**src/rtl/muldiv_ctrl.sv**
```systemverilog
// Execute-stage multiply/divide sequencer: 1-bit-per-cycle shift-add multiply, restoring divide.
// Define MULDIV_EARLY_EXIT_EN to end MUL as soon as the remaining multiplier is zero.
module muldiv_ctrl #(
    parameter int unsigned XLEN = 64
) (
    input  logic            clk,
    input  logic            reset,
    input  logic            in_valid,
    output logic            in_ready,
    input  logic [1:0]      op,
    input  logic            sign,
    input  logic            cut,
    input  logic [XLEN-1:0] a,
    input  logic [XLEN-1:0] b,
    input  logic            flush,
    output logic            out_valid,
    output logic [XLEN-1:0] result
);

    localparam int unsigned HALF = XLEN / 2;
    localparam int unsigned CW   = $clog2(XLEN) + 1;

    typedef enum logic [2:0] {StIdle, StPrep, StRun, StFix, StDone} state_e;

    state_e          state_q, state_d;
    logic            is_mul_q, is_rem_q, sign_q, cut_q;
    logic [XLEN-1:0] a_q, b_q;
    // acc: product; md: multiplicand or dividend/quotient shifter; mr: multiplier or divisor
    logic [XLEN-1:0] acc_q, md_q, mr_q, rem_q;
    logic [CW-1:0]   cnt_q;
    logic            negq_q, negr_q;
    logic [XLEN-1:0] pend_q, result_q;

    logic            accept, divrem_in, sx_in;
    logic [XLEN-1:0] a_nar, b_nar;
    logic            sa, sb, div_zero, div_ovf;
    logic [XLEN-1:0] abs_a, abs_b, min_neg, fast_res;
    logic [CW-1:0]   n_bits;
    logic [XLEN:0]   rem_sh;
    logic            rem_ge;
    logic [XLEN-1:0] rem_nx, quo_nx, acc_nx, q_fix, r_fix, sel_res;

    function automatic logic [XLEN-1:0] narrow(input logic [XLEN-1:0] v, input logic sx);
        narrow = {{HALF{sx & v[HALF-1]}}, v[HALF-1:0]};
    endfunction

    function automatic logic [XLEN-1:0] fmt(input logic [XLEN-1:0] v, input logic w);
        fmt = w ? {{HALF{v[HALF-1]}}, v[HALF-1:0]} : v;
    endfunction

    assign in_ready  = (state_q == StIdle);
    assign accept    = in_valid && in_ready && !flush;
    assign out_valid = (state_q == StDone) && !flush && reset;
    assign result    = out_valid ? pend_q : result_q;

    always_comb begin
        divrem_in = (op == 2'b01) || (op == 2'b10);
        sx_in     = sign && divrem_in;
        a_nar     = cut ? narrow(a, sx_in) : a;
        b_nar     = cut ? narrow(b, sx_in) : b;
    end

    always_comb begin
        sa       = sign_q && a_q[XLEN-1];
        sb       = sign_q && b_q[XLEN-1];
        abs_a    = sa ? -a_q : a_q;
        abs_b    = sb ? -b_q : b_q;
        min_neg  = cut_q ? {{(HALF + 1){1'b1}}, {(HALF - 1){1'b0}}}
                         : {1'b1, {(XLEN - 1){1'b0}}};
        div_zero = !is_mul_q && (b_q == '0);
        div_ovf  = !is_mul_q && sign_q && (a_q == min_neg) && (b_q == '1);
        if (div_zero) begin
            fast_res = is_rem_q ? a_q : '1;
        end else begin
            fast_res = is_rem_q ? '0 : a_q;
        end
        n_bits   = cut_q ? CW'(HALF) : CW'(XLEN);

        rem_sh   = {rem_q, md_q[XLEN-1]};
        rem_ge   = (rem_sh >= {1'b0, mr_q});
        rem_nx   = rem_ge ? XLEN'(rem_sh - {1'b0, mr_q}) : rem_sh[XLEN-1:0];
        quo_nx   = {md_q[XLEN-2:0], rem_ge};
        acc_nx   = mr_q[0] ? acc_q + md_q : acc_q;

        q_fix    = negq_q ? -md_q : md_q;
        r_fix    = negr_q ? -rem_q : rem_q;
        sel_res  = is_mul_q ? acc_q : (is_rem_q ? r_fix : q_fix);
    end

    always_comb begin
        state_d = state_q;
        case (state_q)
            StIdle: if (accept) state_d = StPrep;
            StPrep: begin
                if (div_zero || div_ovf) begin
                    state_d = StDone;
`ifdef MULDIV_EARLY_EXIT_EN
                end else if (is_mul_q && (b_q == '0)) begin
                    state_d = StFix;
`endif
                end else begin
                    state_d = StRun;
                end
            end
            StRun: begin
`ifdef MULDIV_EARLY_EXIT_EN
                if ((cnt_q == CW'(1)) || (is_mul_q && (mr_q[XLEN-1:1] == '0))) begin
                    state_d = StFix;
                end
`else
                if (cnt_q == CW'(1)) state_d = StFix;
`endif
            end
            StFix:   state_d = StDone;
            StDone:  state_d = StIdle;
            default: state_d = StIdle;
        endcase
        if (flush) state_d = StIdle;
    end

    always_ff @(posedge clk) begin
        if (!reset) begin
            state_q <= StIdle;
        end else begin
            state_q <= state_d;
        end
    end

    always_ff @(posedge clk) begin
        if (!reset) begin
            is_mul_q <= 1'b0;
            is_rem_q <= 1'b0;
            sign_q   <= 1'b0;
            cut_q    <= 1'b0;
            a_q      <= '0;
            b_q      <= '0;
            acc_q    <= '0;
            md_q     <= '0;
            mr_q     <= '0;
            rem_q    <= '0;
            cnt_q    <= '0;
            negq_q   <= 1'b0;
            negr_q   <= 1'b0;
            pend_q   <= '0;
            result_q <= '0;
        end else begin
            case (state_q)
                StIdle: begin
                    if (accept) begin
                        is_mul_q <= !divrem_in;
                        is_rem_q <= (op == 2'b10);
                        sign_q   <= sx_in;
                        cut_q    <= cut;
                        a_q      <= a_nar;
                        b_q      <= b_nar;
                    end
                end
                StPrep: begin
                    cnt_q  <= n_bits;
                    acc_q  <= '0;
                    rem_q  <= '0;
                    negq_q <= sa ^ sb;
                    negr_q <= sa;
                    if (is_mul_q) begin
                        md_q <= a_q;
                        mr_q <= b_q;
                    end else begin
                        // W-form dividend is pre-aligned so its MSB enters the remainder first
                        md_q <= cut_q ? (abs_a << HALF) : abs_a;
                        mr_q <= abs_b;
                    end
                    pend_q <= fmt(fast_res, cut_q);
                end
                StRun: begin
                    cnt_q <= cnt_q - CW'(1);
                    if (is_mul_q) begin
                        acc_q <= acc_nx;
                        md_q  <= md_q << 1;
                        mr_q  <= mr_q >> 1;
                    end else begin
                        rem_q <= rem_nx;
                        md_q  <= quo_nx;
                    end
                end
                StFix: pend_q <= fmt(sel_res, cut_q);
                StDone: begin
                    if (!flush) result_q <= pend_q;
                end
                default: ;
            endcase
        end
    end

endmodule
```
**config.mk**
```make
export PLATFORM = sky130hd
export DESIGN_NAME = muldiv_ctrl
export DESIGN_NICKNAME = d
export VERILOG_FILES = /design/src/rtl/muldiv_ctrl.sv
export SDC_FILE = /design/constraint.sdc
export NUM_CORES = 2
export LEC_CHECK = 0
export CORE_ASPECT_RATIO = 1.2
export CORE_MARGIN = 5
export CORE_UTILIZATION = 45
export DETAILED_ROUTE_END_ITERATION = 7
export PLACE_DENSITY = 0.65
export SLEW_MARGIN = 0
export SYNTH_ARGS = -nofsm -noshare
export SYNTH_HDL_FRONTEND = slang
export SYNTH_SLANG_ARGS = --single-unit
```
**constraint.sdc**
```tcl
create_clock -name clk -period 3.1 [get_ports clk]
set_input_delay 0.62 -clock clk [delete_from_list [all_inputs] [get_ports clk]]
set_output_delay 0.62 -clock clk [all_outputs]
set_load 0.05 [all_outputs]
```
==> run summary <==
Min cycle time layout - 3.39 ns
IO Pins - 202
Ys async rst share - 0%
Commonest non-fill, non-tap cells in the layout - 988 x buf_4, 517 x nand2_1, 502 x a21oi_1
H-tree depth - 2
Initial core utilization - 45.2%
Total GRT Usage - 37.3%
Post-route cell area - 53,200 um^2
Highest Signal Layer - met4
Metal2 WL - 79,800 um
First-pass GRT wire length - 254,000 um
Clock transition at path regs - 0.07 ns
Post-DP Area - 46,200 um^2
TritonCTS clock tree - built
Path type of the worst min-delay path - flop to flop
Buffers & Inverters on Critical Path - 0
Endpoint class of the critical path - flop
RSZ-0062 raised after global routing - true
Kind of critical path - flop to flop
Sequential element share of the synthesized area - 28.6%
Most Frequent Cell on Critical Path - mux2_4
Via Count - 43,500
Syn nets - 5,231
Status - finished with violations
CTS Buffer Depth - 3
Crit-path max cell delay - 0.53 ns
Clk_skew - 0.0298 ns
Crit path max fanout - 8
Syn Std Cell Area - 36,900 um^2
Layout cell share with drive strength beyond 1 - 31.8%
Cells after Synth - 4,958
Setup violators final - 143
Avg WL per Cell - 25.1 um
HP Start - pend_q[31]$_SDFFE_PN0P_
YS warnings - 0
Layout net count - 6,162
Worst reg2reg path startpoint - md_q[9]$_SDFFE_PN0P_
Vias per inst - 6.22
DRT met1 WL - 64,200 um
Leak Pwr - 22.1 nW
Root buffer cell - clkbuf_16
Initial antenna violation count - 2
DR WL met3 - 11,900 um
Worst slew pin tran - 0.791 ns
CTS buffer count - 59
P&R area growth vs syn - 44.1%
Number of global-route vias before repair - 41,400
Die X - 271 um
Pwr dens - 503 nW/um^2
Worst-Skew Late Latency - 0.69 ns
HPWL Detailed - 129,000 um
Syn Area/Cell - 7.45 um^2
Synth Register Bits - 528
Hold Path Sink - pend_q[31]$_SDFFE_PN0P_
Crit path required time - 3.64 ns
Hold_buf cts - 0
Final worst slack - -0.286 ns
Die Y - 324 um
Critical Path AT - 3.93 ns
Worst VDD drop - 0.000728 V
DIE AREA - 87,900 um^2
GRT overflow - 0
Max_cap viols - 0
Hold depth - 2
Commonest non-fill, non-tap cell in the layout - buf_4
R2R setup slack - -0.29 ns
Clock Sinks - 528
Routed Antenna Nets - 0
R2R cell count - 11
Max Fclk - 295 MHz
Post-synth EDFFs - 0
Setup crit start kind - flop
CORE AREA - 81,700 um^2
CP Cell Sequence - or4_4 -> or3_4 -> nor4_4 -> a21oi_1 -> xnor2_1 -> mux2_4 -> o21ai_4 -> mux2_4 -> and3_4 -> a2111oi_1 -> nor2_1
Hold WS - 0.471 ns
Cell Rows - 115
Reg2reg end - pend_q[38]$_SDFFE_PN0P_
Synth Flop Type - dfxtp_1
Rel. slew slack - 46.9%
Netlist cell types - 93
DRT Wirelength - 176,000 um
Area of the multi-input gates - 27,800 um^2
Largest net degree at the start of global routing - 118
Storage cell area - 10,600 um^2
Placement Setup Slack - -0.530 ns
Post-route clock period utilization - 109%
Delay-heaviest family, CP - simple AND/OR/NAND/NOR gates
GP Congestion - 1.06
DRC - 0
Max-slew violation count - 0
Detailed Routing Iterations Pass 1 - 6
Fill cell count - 7,037
Slowest cell on the critical path - or4_4
Port buffer count - 201
Starting DRC count in detailed routing - 4,674
Failing checks - setup timing
Final hold violations - 0
-- state kept, by name, indices dropped and copies added, names as in the netlist, 3 cells and up --
signal and count:
acc_q 64, result_q 64, pend_q 64, b_q 64, a_q 64, cnt_q 7
md_q 64, state_q 3, rem_q 64, mr_q 64
-- metal layers --
layer	track usage (%)	vias to the layer above
met5	0	-
li1	-	19900
met4	33.9	0
met2	61.4	2072
met1	42.1	20800
met3	5.38	738
-- logic make-up after synthesis --
family | after synthesis | synth area share [%]
compound gates | 1765 | 30.2
xor+xnor | 321 | 7.62
fa+ha+maj | 165 | 5.44
buf+inv | 522 | 5.38
flops | 528 | 28.6
mux | 109 | 3.18
simple gates | 1548 | 19.5
-- worst register-to-register path: cells and delay by family, from the launching register on --
family,cells,cell delay [ns]
xor+xnor,1,0.36
compound gates,3,0.59
simple gates,5,1.44
flops,1,0.32
mux,2,0.54
-- final cells by class --
type / count / share of cell area [%]
timing repair buffer: 1249 / 20.2
antenna: 1 / 0.00470
clock inverter: 32 / 0.851
sequential: 528 / 20.0
multi-input combinational: 3909 / 52.2
clock buffer: 78 / 3.18
inverter: 142 / 1.02
tap: 1053 / 2.48
-- power breakdown --
part | switching (mW) | leakage [nW] | internal, mW
clock network | 3.27 | 1.03 | 4.53
registers | 0.234 | 4.30 | 6.97
logic | 6.29 | 16.8 | 5.47
total | 9.80 | 22.1 | 17.0
-- synth_stat cells, types with 28 or more instances --
cell type | count | area share [%]
clkbuf_1 | 339 | 3.4
xor2_1 | 152 | 3.6
a31oi_1 | 32 | 0.54
a21o_1 | 84 | 1.7
a22o_1 | 77 | 1.8
a221oi_1 | 37 | 0.88
nor2_1 | 415 | 4.2
a22oi_1 | 110 | 2.2
o21ai_0 | 382 | 5.2
o31ai_1 | 68 | 1.4
nand2_1 | 568 | 5.8
a21oi_1 | 590 | 8.0
o21bai_1 | 33 | 0.67
o41ai_1 | 32 | 0.76
nor4_1 | 38 | 0.64
inv_1 | 139 | 1.4
nor3_1 | 97 | 1.3
mux2i_1 | 42 | 1.1
dfxtp_1 | 528 | 29
nor2b_1 | 28 | 0.47
or3_1 | 40 | 0.68
or4_1 | 30 | 0.61
a211oi_1 | 84 | 1.7
xnor2_1 | 169 | 4.0
nand2b_1 | 84 | 1.4
maj3_1 | 28 | 0.76
o211ai_1 | 57 | 1.2
nand4_1 | 60 | 1.0
ha_1 | 135 | 4.6
mux2_2 | 66 | 2.0
nand3_1 | 93 | 1.3
-- through the flow --
stage | power, mW | utilization (%) | instances | TNS [ns]
after global routing | 27.6 | 65.1 | 6991 | -37.67
after CTS | 25.8 | 62.5 | 6954 | -12.79
after global placement | 14.8 | 56.5 | 6756 | -38.71
after detailed placement | 14.9 | 56.5 | 6756 | -46.64
after floorplan | 11.6 | - | 4958 | -0.0718
final | 26.8 | 65.1 | 6992 | -18.54
-- timing repair --
item | CTS | global route
gates cloned | 18 | 3
endpoints found under the setup margin | 245 | 261
hold endpoints to repair | 0 | 0
gates resized for setup | 457 | 466
pin swaps | 172 | 294
setup buffers | 76 | 58
-- how the worst max path moves through the flow --
| stage | start | to | depth (start not counted) |
|---|---|---|---|
| floorplan | a_q[32]$_SDFFE_PN0P_ | md_q[53]$_SDFFE_PN0P_ | 12 |
| global route | md_q[0]$_SDFFE_PN0P_ | acc_q[60]$_SDFFE_PN0P_ | 16 |
| global placement | acc_q[2]$_SDFFE_PN0P_ | acc_q[51]$_SDFFE_PN0P_ | 13 |
| detailed placement | acc_q[2]$_SDFFE_PN0P_ | acc_q[51]$_SDFFE_PN0P_ | 13 |
| finish | md_q[9]$_SDFFE_PN0P_ | pend_q[38]$_SDFFE_PN0P_ | 11 |
| CTS | md_q[7]$_SDFFE_PN0P_ | pend_q[52]$_SDFFE_PN0P_ | 13 |
(Power assumes the default switching activity.)
